<file path="src/rtl/imem_loader_pkg.sv">
// Shared definitions for the serial instruction-memory boot loader:
// FSM state encoding, frame field sizes and default timing parameters.
package imem_loader_pkg;

    // Loader FSM states (7 states, 3-bit encoding)
    typedef enum logic [2:0] {
        ST_LEN_HI  = 3'd0,
        ST_LEN_LO  = 3'd1,
        ST_DATA_HI = 3'd2,
        ST_DATA_LO = 3'd3,
        ST_CHK     = 3'd4,
        ST_DONE    = 3'd5,
        ST_ERROR   = 3'd6
    } load_state_t;

    // 50 MHz system clock at 115200 baud
    localparam int          DEFAULT_CLKS_PER_BIT = 434;
    localparam int unsigned DEFAULT_MAX_WORDS    = 1024;

    // Frame layout: big-endian length, big-endian data words, one checksum byte
    localparam int LEN_FIELD_BYTES = 2;
    localparam int WORD_BYTES      = 2;
    localparam int CHK_FIELD_BYTES = 1;

    // Assemble a big-endian 16-bit field from its two received bytes
    function automatic logic [15:0] be_word(input logic [7:0] hi, input logic [7:0] lo);
        return {hi, lo};
    endfunction

endpackage

</file>
<file path="src/rtl/imem_loader_if.sv">
// Write port of the instruction memory as seen by the boot loader.
interface imem_loader_if;
    logic [15:0] mem_data;
    logic [15:0] mem_addr;
    logic        mem_we;

    modport master (output mem_data, output mem_addr, output mem_we);
    modport slave  (input  mem_data, input  mem_addr, input  mem_we);
endinterface

</file>
<file path="src/rtl/imem_loader_uart_rx.sv">
// 8N1 UART receiver: 2-flop synchronizer, mid-bit sampling, start-bit glitch
// rejection. Emits one-cycle byte_valid or frame_err pulses per character.
module uart_rx_byte
    import imem_loader_pkg::*;
#(
    parameter int CLKS_PER_BIT = DEFAULT_CLKS_PER_BIT
) (
    input  logic       clock,
    input  logic       reset,
    input  logic       rx,
    output logic [7:0] rx_data,
    output logic       byte_valid,
    output logic       frame_err
);

    localparam int CW = $clog2(CLKS_PER_BIT);
    localparam logic [CW-1:0] HALF_M1 = CW'(CLKS_PER_BIT / 2 - 1);
    localparam logic [CW-1:0] FULL_M1 = CW'(CLKS_PER_BIT - 1);

    typedef enum logic [1:0] {RX_IDLE, RX_START, RX_DATA, RX_STOP} rx_state_t;

    rx_state_t     rx_state;
    logic          rx_meta;
    logic          rx_sync;
    logic          rx_prev;
    logic [CW-1:0] cnt;
    logic [2:0]    bit_idx;
    logic [7:0]    shift;

    // Synchronize the line, time each bit and assemble the character LSB-first
    always_ff @(posedge clock or negedge reset) begin
        if (!reset) begin
            rx_meta    <= 1'b1;
            rx_sync    <= 1'b1;
            rx_prev    <= 1'b1;
            rx_state   <= RX_IDLE;
            cnt        <= '0;
            bit_idx    <= '0;
            shift      <= '0;
            rx_data    <= '0;
            byte_valid <= 1'b0;
            frame_err  <= 1'b0;
        end else begin
            rx_meta    <= rx;
            rx_sync    <= rx_meta;
            rx_prev    <= rx_sync;
            byte_valid <= 1'b0;
            frame_err  <= 1'b0;
            case (rx_state)
                RX_IDLE: begin
                    cnt     <= '0;
                    bit_idx <= '0;
                    // Only a true high-to-low edge starts a character, so a
                    // line held low after a bad stop bit does not retrigger
                    if (rx_prev && !rx_sync) begin
                        rx_state <= RX_START;
                    end
                end
                RX_START: begin
                    if (cnt == HALF_M1) begin
                        cnt      <= '0;
                        // Line back high at mid start bit: glitch, drop it
                        rx_state <= rx_sync ? RX_IDLE : RX_DATA;
                    end else begin
                        cnt <= cnt + CW'(1);
                    end
                end
                RX_DATA: begin
                    if (cnt == FULL_M1) begin
                        cnt   <= '0;
                        shift <= {rx_sync, shift[7:1]};
                        if (bit_idx == 3'd7) begin
                            rx_state <= RX_STOP;
                        end else begin
                            bit_idx <= bit_idx + 3'd1;
                        end
                    end else begin
                        cnt <= cnt + CW'(1);
                    end
                end
                RX_STOP: begin
                    if (cnt == FULL_M1) begin
                        cnt      <= '0;
                        rx_state <= RX_IDLE;
                        if (rx_sync) begin
                            rx_data    <= shift;
                            byte_valid <= 1'b1;
                        end else begin
                            frame_err <= 1'b1;
                        end
                    end else begin
                        cnt <= cnt + CW'(1);
                    end
                end
                default: rx_state <= RX_IDLE;
            endcase
        end
    end

endmodule

</file>
<file path="src/rtl/imem_loader.sv">
// Boot loader: receives a length-prefixed, XOR-checked program image over
// UART and writes it into instruction memory, holding the CPU in reset
// until a complete verified image is in place.
module imem_loader
    import imem_loader_pkg::*;
#(
    parameter int          CLKS_PER_BIT = DEFAULT_CLKS_PER_BIT,
    parameter int unsigned MAX_WORDS    = DEFAULT_MAX_WORDS
) (
    input  logic          clock,
    input  logic          reset,
    input  logic          rx,
    input  logic          restart,
    imem_loader_if.master mem,
    output logic          cpu_hold,
    output logic          done,
    output logic          error
);

    logic [7:0]  rx_data;
    logic        byte_valid;
    logic        frame_err;

    load_state_t state;
    logic [7:0]  len_hi;
    logic [7:0]  data_hi;
    logic [15:0] word_cnt;
    logic [7:0]  chk;
    logic [15:0] len_word;
    logic        receiving;

    uart_rx_byte #(
        .CLKS_PER_BIT(CLKS_PER_BIT)
    ) u_rx (
        .clock     (clock),
        .reset     (reset),
        .rx        (rx),
        .rx_data   (rx_data),
        .byte_valid(byte_valid),
        .frame_err (frame_err)
    );

    assign len_word  = be_word(len_hi, rx_data);
    assign receiving = (state != ST_DONE) && (state != ST_ERROR);

    // Frame-parsing FSM with registered memory strobe and status outputs
    always_ff @(posedge clock or negedge reset) begin
        if (!reset) begin
            state        <= ST_LEN_HI;
            len_hi       <= '0;
            data_hi      <= '0;
            word_cnt     <= '0;
            chk          <= '0;
            mem.mem_data <= '0;
            mem.mem_addr <= '0;
            mem.mem_we   <= 1'b0;
            cpu_hold     <= 1'b1;
            done         <= 1'b0;
            error        <= 1'b0;
        end else begin
            mem.mem_we <= 1'b0;
            // Address moves on the edge that ends the strobe cycle, so data
            // and address are stable for the whole write
            if (mem.mem_we) begin
                mem.mem_addr <= mem.mem_addr + 16'd1;
            end

            if (restart && !receiving) begin
                // Restart takes priority over any byte arriving this cycle
                state    <= ST_LEN_HI;
                chk      <= '0;
                done     <= 1'b0;
                error    <= 1'b0;
                cpu_hold <= 1'b1;
            end else if (receiving && frame_err) begin
                state    <= ST_ERROR;
                error    <= 1'b1;
                cpu_hold <= 1'b1;
            end else if (receiving && byte_valid) begin
                case (state)
                    ST_LEN_HI: begin
                        len_hi <= rx_data;
                        state  <= ST_LEN_LO;
                    end
                    ST_LEN_LO: begin
                        if ({16'd0, len_word} > MAX_WORDS) begin
                            state    <= ST_ERROR;
                            error    <= 1'b1;
                            cpu_hold <= 1'b1;
                        end else if (len_word == 16'd0) begin
                            state <= ST_CHK;
                        end else begin
                            word_cnt     <= len_word;
                            mem.mem_addr <= '0;
                            state        <= ST_DATA_HI;
                        end
                    end
                    ST_DATA_HI: begin
                        data_hi <= rx_data;
                        chk     <= chk ^ rx_data;
                        state   <= ST_DATA_LO;
                    end
                    ST_DATA_LO: begin
                        mem.mem_data <= be_word(data_hi, rx_data);
                        mem.mem_we   <= 1'b1;
                        chk          <= chk ^ rx_data;
                        word_cnt     <= word_cnt - 16'd1;
                        state        <= (word_cnt == 16'd1) ? ST_CHK : ST_DATA_HI;
                    end
                    ST_CHK: begin
                        if (rx_data == chk) begin
                            state    <= ST_DONE;
                            done     <= 1'b1;
                            cpu_hold <= 1'b0;
                        end else begin
                            state    <= ST_ERROR;
                            error    <= 1'b1;
                            cpu_hold <= 1'b1;
                        end
                    end
                    default: state <= ST_ERROR;
                endcase
            end
        end
    end

endmodule

</file>
<file path="src/flat_wrapper.sv">
// flat-port wrapper written by rule: the top's interface ports become plain ports
module imem_loader_flat import imem_loader_pkg::*;
#(
    parameter int          CLKS_PER_BIT = DEFAULT_CLKS_PER_BIT,
    parameter int unsigned MAX_WORDS    = DEFAULT_MAX_WORDS
)
  (clock, reset, rx, restart, cpu_hold, done, error, mem_mem_data, mem_mem_addr, mem_mem_we);
  imem_loader_if mem_i ();
  input  logic clock;
  input  logic reset;
  input  logic rx;
  input  logic restart;
  output logic cpu_hold;
  output logic done;
  output logic error;
  output wire logic [$bits(mem_i.mem_data)-1:0] mem_mem_data;
  output wire logic [$bits(mem_i.mem_addr)-1:0] mem_mem_addr;
  output wire logic [$bits(mem_i.mem_we)-1:0] mem_mem_we;
  assign mem_mem_data = mem_i.mem_data;
  assign mem_mem_addr = mem_i.mem_addr;
  assign mem_mem_we = mem_i.mem_we;
  imem_loader #(.CLKS_PER_BIT(CLKS_PER_BIT), .MAX_WORDS(MAX_WORDS)) u_core (.clock(clock), .reset(reset), .rx(rx), .restart(restart), .mem(mem_i), .cpu_hold(cpu_hold), .done(done), .error(error));
endmodule
</file>
<file path="config.mk">
export PLATFORM = sky130hd
export DESIGN_NAME = imem_loader_flat
export DESIGN_NICKNAME = d
export VERILOG_FILES = /design/src/rtl/imem_loader_pkg.sv /design/src/rtl/imem_loader_if.sv /design/src/rtl/imem_loader_uart_rx.sv /design/src/rtl/imem_loader.sv /design/src/flat_wrapper.sv
export SDC_FILE = /design/constraint.sdc
export NUM_CORES = 1
export LEC_CHECK = 0
export ABC_AREA = 0
export BUFFER_PORTS_ARGS = -buffer_cell sky130_fd_sc_hd__buf_4
export CORE_UTILIZATION = 61
export DETAILED_ROUTE_END_ITERATION = 12
export PLACE_DENSITY_LB_ADDON = 0.2
export SLEW_MARGIN = 20
export SYNTH_ARGS = -nofsm -noshare
export SYNTH_HDL_FRONTEND = slang
export SYNTH_HIERARCHICAL = 1
export SYNTH_SLANG_ARGS = --single-unit
export TNS_END_PERCENT = 10
</file>
<file path="constraint.sdc">
create_clock -name clock -period 3.4 [get_ports clock]
set_input_delay 0.68 -clock clock [delete_from_list [all_inputs] [get_ports clock]]
set_output_delay 0.68 -clock clock [all_outputs]
set_load 0.05 [all_outputs]
</file>
==> results.rst, run 1 <==
.. list-table::
   :header-rows: 1

   * - Metric
     - Value
   * - Run status
     - finished clean
   * - Arrival time reported for the critical path endpoint
     - 2850 ps
   * - Clock sink total
     - 114
   * - Area growth syn-to-layout
     - 15.8%
   * - Die Height
     - 99.3 um
   * - Die width
     - 99.3 um
   * - Largest area contributor in the netlist
     - sky130_fd_sc_hd__dfrtp_1
   * - Layout fillers
     - 646
   * - Final hold viol count
     - 0
   * - Starting DRT DRC Count
     - ~360
   * - Levels on crit path
     - 6
   * - Maximum achievable frequency
     - 0.413 GHz
   * - Number of enable-type register cells in the synthesized netlist
     - 0
   * - VDD IR-drop max
     - approximately 0.42 mV
   * - Critical-path cell list
     - and3b_1 -> nand2_1 -> buf_4 -> inv_2 -> a31oi_1 -> a31oi_1
   * - CTS clock-pin slew for the worst setup and hold paths
     - ~60 ps
   * - Starting density of the core
     - 0.627
   * - Post-synth top flop
     - sky130_fd_sc_hd__dfrtp_1
   * - Ratio of cells with drive above 1 in the final layout
     - 0.235
   * - CP dominant cell by count
     - sky130_fd_sc_hd__a31oi_1
   * - RePlAce Congestion
     - slightly above 0.8
   * - Estimated wirelength of the detail-placed design
     - 8260 um
   * - Reported leakage power
     - 3.14 nW
   * - Async set or reset register ratio after synthesis
     - 1.00
   * - Number of antenna violations at the first check in global routing
     - 0
   * - Root buf cell
     - sky130_fd_sc_hd__clkbuf_8
   * - Warning count from the yosys run
     - 6
   * - Synth area leaders
     - sky130_fd_sc_hd__dfrtp_1 48%, sky130_fd_sc_hd__mux2_2 6.4%, sky130_fd_sc_hd__nand2_1 5.1%, sky130_fd_sc_hd__o21ai_0 4.0%, sky130_fd_sc_hd__nor2_1 2.7%
   * - Max stage delay on crit path
     - 760 ps
   * - # setup viols final
     - 0
   * - R2R cell count
     - 6
   * - Portion of the post-synthesis area used by sequential elements
     - 0.495
   * - Routed Antenna Nets
     - 0
   * - Cell family with the largest share of critical-path delay
     - flip-flops
   * - Metal3 WL
     - about 640 um
   * - Critical-path top delay cell
     - sky130_fd_sc_hd__dfrtp_1
   * - Routed metal-1 wire length
     - between 5000 and 6000 um
   * - Number of I/O pins
     - 40
   * - FF-to-FF End
     - u_core/word_cnt[15]
   * - Utilization after layout
     - 0.726
   * - Count of mapped cells out of synthesis
     - between 500 and 600
   * - Buffers plus inverters on the worst setup path
     - 2
   * - Startpoint class of the critical path
     - flop
   * - Residual overflow from global routing
     - 0
   * - Vias in the first global route
     - roughly 4200
   * - Clock skew after layout
     - about 13 ps
   * - Max-slew violation total from the final report
     - 0
   * - Final #Nets
     - between 600 and 700
   * - Clock buffer depth
     - 2
   * - Number of CTS-inserted buffers
     - 17
   * - Pre-Repair DR Iteration Count
     - 5
   * - Critical path required time
     - between 3000 and 4000 ps
   * - Global-route wire length before repair
     - approximately 21000 um
   * - Clock tree from TritonCTS
     - yes
   * - Count of instances resized after the clock tree is built
     - 0
   * - Total of max-cap violations
     - 0
   * - Hold buffer count at CTS
     - 0
   * - Core region area
     - between 0.009 and 0.01 mm^2
   * - Startpoint of the most critical register-to-register path
     - u_core/state[0]
   * - Average vias per placed instance
     - just over 6
   * - Level count of the clock H-tree
     - 4
   * - Proportion of netlist area held by the largest area contributor
     - 0.477
   * - Detailed-route wire length per cell
     - between 15 and 20 um
   * - Total inserted antenna cells
     - 0
   * - Post-synthesis register bit count
     - approximately 110
   * - Minimum setup slack among reg-to-reg paths
     - ~980 ps
   * - WS Path Type
     - reg2reg
   * - Setup Fix Bufs, Post-CTS
     - 0
   * - Source-to-sink clock delay at the later pin of the worst-skew pair
     - between 500 and 600 ps
   * - Area enclosed by the die boundary
     - between 0.009 and 0.01 mm^2
   * - Total power draw
     - 3.24 mW
   * - DRC viols
     - 0
   * - Final period demand of the worst path
     - 2420 ps
   * - Worst-Margin Slew
     - slightly above 800 ps
   * - Count of port buffers added during placement
     - 39
   * - Headroom to the max-slew limit
     - 0.454
   * - Mean instance size in the synthesized netlist
     - 10.3 um^2
   * - Worst setup EP type
     - flop
   * - Pwr per Cell Area
     - 486 mW/mm^2
   * - Post-synth net total
     - 570
   * - Worst hold path class
     - in2async
   * - Sum Neg Setup Slack
     - 0 ps
   * - Routed vias
     - approximately 4500
   * - DR WL met2
     - roughly 6300 um
   * - Highest signal layer in the routed design
     - met4
   * - Setup repair after global routing missed its margin
     - false
   * - Final Cycle Share
     - 0.712
   * - Drt total wl
     - between 10000 and 15000 um
   * - Aggregate global-route resource usage
     - 0.277
   * - Cell area after synthesis
     - 0.00577 mm^2
   * - Max FO, Critical Path
     - 24
   * - Maximum number of pins on one net before global-route repair
     - between 50 and 60
   * - Number of rows in the core area
     - 35
   * - Distinct cells, synth
     - 71
[power by group]
| group | switching (mW) | internal (mW) | total [mW] |
|---|---|---|---|
| sequential | 0.0477 | 1.39 | 1.44 |
| combinational | 0.0812 | 0.0636 | 0.145 |
| clock | 0.673 | 0.987 | 1.66 |
[metrics by stage]
step                instance area, um^2  setup slack (ps)  cells  hold slack [ps]
finish                             6680               980    719              157
detailed placement                 6120              1040    687              350
floorplan                          5770              1580    558              345
CTS                                6680              1020    719              172
global placement                   6120              1110    687              346
global route                       6680               838    719              209
[worst max path at each step]
stage,startpoint,end,slack (ps)
after floorplan,u_core/len_hi[6],u_core/word_cnt[0],1580
after global placement,u_core/state[0],u_core/word_cnt[15],1110
after global routing,u_core/state[0],u_core/word_cnt[15],840
after detailed placement,u_core/state[0],u_core/word_cnt[15],1040
after CTS,u_core/state[0],u_core/word_cnt[15],1020
final,u_core/state[0],u_core/word_cnt[15],980
[routing by layer]
layer | global-route usage | up-vias
met5 | 0 | -
met2 | 0.459 | 147
met3 | 0.0583 | 10
met1 | 0.364 | 2225
met4 | 0.101 | 0
li1 | - | 2076
[placed cells by master, fill, tap and decap left out, drive strengths merged, types with 4 or more instances in the layout]
cell type and instances:
or4 6, dfrtp 110, nand2 79, a22oi 6, ha 8, inv 16
o211ai 5, and3 4, nor2 45, nor3 14, and4 4, nand2b 10
a21oi 14, mux2 34, or3 4, nor4 7, dfstp 4, nor2b 4
nand3 20, o21ai 47, a31oi 9, nand4 9, a2bb2oi 5, o31ai 7
clkinv 6, clkbuf 17, buf 48, xnor2 11, xor2 16
[cell usage after synthesis (6+ instances only)]
cell type                  instances
sky130_fd_sc_hd__o31ai_1           6
sky130_fd_sc_hd__xor2_1           16
sky130_fd_sc_hd__o21ai_0          46
sky130_fd_sc_hd__dfrtp_1         110
sky130_fd_sc_hd__nor2_1           41
sky130_fd_sc_hd__nand3_1          18
sky130_fd_sc_hd__mux2_2           33
sky130_fd_sc_hd__a21oi_1          14
sky130_fd_sc_hd__nor3_1           11
sky130_fd_sc_hd__clkbuf_1         12
sky130_fd_sc_hd__nand2_1          79
sky130_fd_sc_hd__nand4_1           9
sky130_fd_sc_hd__a31oi_1           8
sky130_fd_sc_hd__xnor2_1          11
sky130_fd_sc_hd__ha_1              8
sky130_fd_sc_hd__buf_2            10
sky130_fd_sc_hd__nand2b_1          9
sky130_fd_sc_hd__inv_1             8
[area by class of cell]
class | instances | area (um^2) | share of cell area
multi-input combinational | 405 | 2720 | 0.407
clock buffer | 17 | 414 | 0.0620
timing repair buffer | 48 | 373 | 0.0558
clock inverter | 15 | 146 | 0.0219
inverter | 9 | 33.8 | 0.00506
sequential | 114 | 2860 | 0.428
tap | 111 | 139 | 0.0208
[flip-flops by register name, summed over array words and instances, names as in the netlist, named ones only]
name	count
u_core/u_rx/rx_meta	1
u_core/state	3
u_core/chk	8
u_core/len_hi	8
u_core/mem.mem_data	16
u_core/u_rx/rx_sync	1
u_core/word_cnt	16
u_core/u_rx/rx_state	1
u_core/mem.mem_addr	16
u_core/error	1
u_core/done	1
u_core/u_rx/frame_err	1
u_core/mem.mem_we	1
u_core/cpu_hold	1
u_core/u_rx/bit_idx	3
u_core/u_rx/byte_valid	1
u_core/u_rx/rx_data	8
u_core/u_rx/shift	8
u_core/u_rx/cnt	9
u_core/u_rx/rx_prev	1
u_core/data_hi	8
[worst register-to-register path, cell delays in order, from the launching register on]
cell	delay, ps
sky130_fd_sc_hd__dfrtp_1	760
sky130_fd_sc_hd__and3b_1	650
sky130_fd_sc_hd__nand2_1	100
sky130_fd_sc_hd__buf_4	220
sky130_fd_sc_hd__inv_2	290
sky130_fd_sc_hd__a31oi_1	140
sky130_fd_sc_hd__a31oi_1	170
[kinds of logic (layout without fill, tap and decap cells)]
group                    count (synthesis)  in the layout  share of synthesized area
XOR/XNOR                                27             27                     0.0410
AND/OR/NAND/NOR                        220            220                      0.210
AO/OA/AOI/OAI                          113            113                      0.130
flip-flops                             114            114                      0.495
buffers and inverters                   39             89                     0.0340
multiplexers                            37             37                     0.0716
adder cells (fa/ha/maj)                  8              8                     0.0174
No activity file was read; power rests on OpenSTA's default activity.
==> run 2: changes to the inputs <==
--- a/config.mk
+++ b/config.mk
@@ -5,9 +5,9 @@
 export SDC_FILE = /design/constraint.sdc
 export NUM_CORES = 1
 export LEC_CHECK = 0
-export ABC_AREA = 0
+export ABC_AREA = 1
 export BUFFER_PORTS_ARGS = -buffer_cell sky130_fd_sc_hd__buf_4
-export CORE_UTILIZATION = 61
+export CORE_UTILIZATION = 55
 export DETAILED_ROUTE_END_ITERATION = 12
 export PLACE_DENSITY_LB_ADDON = 0.2
 export SLEW_MARGIN = 20
==> constraint.sdc (replaced) <==
create_clock -name clock -period 2 [get_ports clock]
set_input_delay 0.4 -clock clock [delete_from_list [all_inputs] [get_ports clock]]
set_output_delay 0.4 -clock clock [all_outputs]
set_load 0.05 [all_outputs]
==> results.rst, run 2 <==
.. list-table::
   :header-rows: 1

   * - Metric
     - Value
   * - Number of antenna violations at the first check in global routing
     - 0 (unchanged)
   * - Library cell with the highest instance count after synthesis
     - sky130_fd_sc_hd__nand2_1 (was sky130_fd_sc_hd__dfrtp_1)
   * - Post-synthesis register bit count
     - 114 (unchanged)
   * - Total of max-cap violations
     - 0 (unchanged)
   * - Starting density of the core
     - 0.564 (was 0.627)
   * - Startpoint class of the critical path
     - flop (unchanged)
   * - Portion of the post-synthesis area used by sequential elements
     - 0.493 (was 0.495)
   * - Starting DRT DRC Count
     - 262 (was 359)
   * - Core region area
     - 0.0103 mm^2 (was 0.00920 mm^2)
   * - Proportion of netlist area held by the largest area contributor
     - 0.475 (was 0.477)
   * - Run status
     - finished clean (unchanged)
   * - Die width
     - 105 um (was 99.3 um)
   * - Aggregate global-route resource usage
     - 0.257 (was 0.277)
   * - VDD IR-drop max
     - 0.643 mV (was 0.425 mV)
   * - Number of enable-type register cells in the synthesized netlist
     - 0 (unchanged)
   * - Layout fillers
     - 860 (was 646)
   * - Reported leakage power
     - 3.49 nW (was 3.14 nW)
   * - Residual overflow from global routing
     - 0 (unchanged)
   * - DRC viols
     - 0 (unchanged)
   * - Worst hold path class
     - in2reg (was in2async)
   * - Setup repair after global routing missed its margin
     - false (unchanged)
   * - Setup Fix Bufs, Post-CTS
     - 0 (unchanged)
   * - Root buf cell
     - sky130_fd_sc_hd__clkbuf_8 (unchanged)
   * - Worst setup EP type
     - flop (unchanged)
   * - Maximum number of pins on one net before global-route repair
     - 52 (was 55)
   * - Source-to-sink clock delay at the later pin of the worst-skew pair
     - 520 ps (about the same)
   * - Post-synth top flop
     - sky130_fd_sc_hd__dfrtp_1 (unchanged)
   * - Final #Nets
     - 797 (was 607)
   * - Routed Antenna Nets
     - 0 (unchanged)
   * - Post-Synth Simple-Gate Area
     - 0.306 (was 0.210)
   * - Largest registers in the final layout
     - u_core/mem.mem_addr: 16 flops, u_core/mem.mem_data: 16 flops, u_core/word_cnt: 16 flops (unchanged)
   * - Clock tree from TritonCTS
     - yes (unchanged)
   * - Worst-Margin Slew
     - 466 ps (was 817 ps)
   * - Max FO, Critical Path
     - 16 (was 24)
   * - Mean instance size in the synthesized netlist
     - 8.01 um^2 (was 10.3 um^2)
   * - Clock skew after layout
     - 6.48 ps (was 12.8 ps)
   * - Detailed-route wire length per cell
     - 13.7 um (was 17.5 um)
   * - Source of the worst hold timing path
     - restart
   * - Arithmetic-cell share of the synthesized area counting full adders, half adders and majority gates
     - 0.0173 (about the same)
   * - Count of mapped cells out of synthesis
     - 723 (was 558)
   * - Mux contribution to synthesized area
     - 0.00173 (was 0.0716)
   * - Count of port buffers added during placement
     - 39 (unchanged)
   * - Maximum achievable frequency
     - 0.545 GHz (was 0.413 GHz)
   * - Area enclosed by the die boundary
     - 0.0109 mm^2 (was 0.00985 mm^2)
   * - Clock sink total
     - 114 (unchanged)
   * - Final hold viol count
     - 0 (unchanged)
   * - Area occupied by multi-input gates
     - 0.00251 mm^2 (was 0.00272 mm^2)
   * - Async set or reset register ratio after synthesis
     - 1.00 (unchanged)
   * - Most common cell after layout, fill and taps aside
     - sky130_fd_sc_hd__nand2_1 (was sky130_fd_sc_hd__dfrtp_1)
   * - Startpoint of the most critical register-to-register path
     - u_core/state[1] (was u_core/state[0])
   * - Total inserted antenna cells
     - 0 (unchanged)
   * - RePlAce Congestion
     - 0.873 (was 0.804)
   * - Commonest cells after routing, fill and taps aside
     - 229 x sky130_fd_sc_hd__nand2_1, 108 x sky130_fd_sc_hd__dfrtp_1, 83 x sky130_fd_sc_hd__inv_1, 78 x sky130_fd_sc_hd__nor2_1 (was 110 x sky130_fd_sc_hd__dfrtp_1, 79 x sky130_fd_sc_hd__nand2_1, 47 x sky130_fd_sc_hd__buf_4, 46 x sky130_fd_sc_hd__o21ai_0, 41 x sky130_fd_sc_hd__nor2_1)
   * - Synth Area in Compound Gates
     - 0.0805 (was 0.130)
   * - Largest family of logic cells by synthesized area
     - simple AND/OR/NAND/NOR gates (unchanged)
   * - Arrival time reported for the critical path endpoint
     - 2240 ps (was 2850 ps)
   * - Number of rows in the core area
     - 37 (was 35)
   * - Combined flip-flop and latch cell area
     - 0.00286 mm^2 (about the same)
   * - Headroom to the max-slew limit
     - 0.688 (was 0.454)
   * - Pre-Repair DR Iteration Count
     - 5 (unchanged)
   * - Final period demand of the worst path
     - 1830 ps (was 2420 ps)
   * - Level count of the clock H-tree
     - 4 (unchanged)
   * - Post-synthesis xor/xnor area fraction
     - 0.0272 (was 0.0410)
   * - Largest area contributor in the netlist
     - sky130_fd_sc_hd__dfrtp_1 (unchanged)
   * - Die Height
     - 105 um (was 99.3 um)
   * - Post-synth net total
     - 735 (was 570)
   * - Pwr per Cell Area
     - 859 mW/mm^2 (was 486 mW/mm^2)
   * - Number of CTS-inserted buffers
     - 17 (unchanged)
   * - Ratio of cells with drive above 1 in the final layout
     - 0.159 (was 0.235)
   * - Synth cell count leaders
     - 229 x sky130_fd_sc_hd__nand2_1, 110 x sky130_fd_sc_hd__dfrtp_1, 83 x sky130_fd_sc_hd__inv_1, 79 x sky130_fd_sc_hd__nor2_1, 49 x sky130_fd_sc_hd__nand3_1 (was 110 x sky130_fd_sc_hd__dfrtp_1, 79 x sky130_fd_sc_hd__nand2_1, 46 x sky130_fd_sc_hd__o21ai_0, 41 x sky130_fd_sc_hd__nor2_1, 33 x sky130_fd_sc_hd__mux2_2)
   * - Routed vias
     - 4811 (was 4458)
   * - WS Path Type
     - reg2reg (unchanged)
   * - CP Launch Point
     - u_core/state[1] (was u_core/state[0])
   * - Worst hold margin
     - 311 ps (was 157 ps)
   * - Average vias per placed instance
     - 5.15 (was 6.20)
   * - Clock buffer depth
     - 2 (unchanged)
   * - Utilization after layout
     - 0.678 (was 0.726)
   * - # setup viols final
     - 0 (unchanged)
   * - Drt total wl
     - 12800 um (was 12600 um)
   * - Max-slew violation total from the final report
     - 0 (unchanged)
   * - Area growth syn-to-layout
     - 20.2% (was 15.8%)
   * - Distinct cells, synth
     - 36 (was 71)
   * - Final Cycle Share
     - 0.917 (was 0.712)
   * - Estimated wirelength of the detail-placed design
     - 8820 um (was 8260 um)
   * - Number of I/O pins
     - 40 (unchanged)
   * - Critical path required time
     - 2400 ps (was 3830 ps)
   * - Synth area leaders
     - sky130_fd_sc_hd__dfrtp_1 48%, sky130_fd_sc_hd__nand2_1 15%, sky130_fd_sc_hd__inv_1 5.4%, sky130_fd_sc_hd__nor2_1 5.1%, sky130_fd_sc_hd__nand3_1 4.2% (was sky130_fd_sc_hd__dfrtp_1 48%, sky130_fd_sc_hd__mux2_2 6.4%, sky130_fd_sc_hd__nand2_1 5.1%, sky130_fd_sc_hd__o21ai_0 4.0%, sky130_fd_sc_hd__nor2_1 2.7%)
   * - Vias in the first global route
     - 4888 (was 4235)
   * - Global-route wire length before repair
     - 22200 um (was 21200 um)
   * - Warning count from the yosys run
     - 6 (unchanged)
   * - CTS clock-pin slew for the worst setup and hold paths
     - 50 ps (was 60 ps)
   * - Cell area after synthesis
     - 0.00579 mm^2 (was 0.00577 mm^2)
   * - Sum Neg Setup Slack
     - 0 ps (unchanged)
run 2: cell types whose count changed in the layout (fill, tap and decap cells not counted), sizes merged, moves of 7 or more:
cell | previous run | this run
nand2 | 79 | 237
inv | 16 | 88
nor2 | 45 | 85
mux2 | 34 | 0
nand3 | 20 | 51
o21ai | 47 | 68
nand2b | 10 | 0
a31oi | 9 | 0
nor3 | 14 | 6
clkbuf | 17 | 24
nor4 | 7 | 0
o31ai | 7 | 0
run 2: cells by family (layout without fill, tap and decap cells):
| group | after synthesis | after routing |
|---|---|---|
| AND/OR/NAND/NOR | 399 | 399 |
| flip-flops | 114 | 114 |
| buffers and inverters | 101 | 176 |
| AO/OA/AOI/OAI | 82 | 82 |
| XOR/XNOR | 18 | 18 |
| adder cells (fa/ha/maj) | 8 | 8 |
| multiplexers | 1 | 1 |
run 2: final cells by class:
cell class              count  share of cell area
clock buffers              24              0.0675
clock inverters             8              0.0216
inverters                  89              0.0481
multi-input cells         508               0.361
flip-flops and latches    114               0.411
well taps                 136              0.0244
repair buffers             55              0.0672
run 2: worst paths after layout:
path | to | slack [ps] | cells past startpoint
hold / removal | u_core/done | 310 | 4
min in group asynchronous | u_core/mem.mem_data[6] | 350 | 2
max in group asynchronous | u_core/u_rx/rx_prev | 1000 | 3
setup / recovery | u_core/data_hi[6] | 170 | 9
setup reg to reg | u_core/data_hi[6] | 170 | 9
hold reg to reg | u_core/u_rx/rx_sync | 360 | 0
run 2: power by group:
group | leakage [nW] | switching (mW) | internal [mW]
combinational | 1.76 | 0.265 | 0.116
sequential | 1.43 | 0.0738 | 2.36
clock | 0.299 | 1.04 | 2.12
run 2: timing repair:
item | in CTS | in global routing
endpoints found under the setup margin | 0 | 1
endpoints found under the hold margin | 27 | 0
resized for setup | 0 | 1
hold buffers | 2 | 0
run 2: layer usage:
| metal | vias up | GRT usage | part of all wire |
|---|---|---|---|
| met2 | 104 | 0.430 | 0.50 |
| met3 | 21 | 0.0586 | 0.039 |
| met4 | 0 | 0.120 | 0.019 |
| met1 | 2286 | 0.316 | 0.44 |
| met5 | - | 0 | 0 |
| li1 | 2400 | - | - |
run 2: per-stage QoR:
step                      worst slack, ps  power, mW  cell area [um^2]  instances
after floorplan                      74.9       2.71              5800        723
after global placement                223       2.82              6320        900
after detailed placement              187       2.85              6320        900
after CTS                             133       6.04              6960        934
after global routing                 32.6       6.18              6970        934
final                                 165       5.98              6970        934
run 2: critical path, stage by stage, from the launching register on:
cell and delay, ps:
sky130_fd_sc_hd__dfrtp_1 460, sky130_fd_sc_hd__inv_1 130, sky130_fd_sc_hd__nand2_2 150, sky130_fd_sc_hd__nand3_4 90, sky130_fd_sc_hd__nand2_4 100, sky130_fd_sc_hd__nand2_4 80, sky130_fd_sc_hd__nor2_8 170, sky130_fd_sc_hd__nand4_4 290
sky130_fd_sc_hd__nand2_1 170, sky130_fd_sc_hd__o21ai_2 70
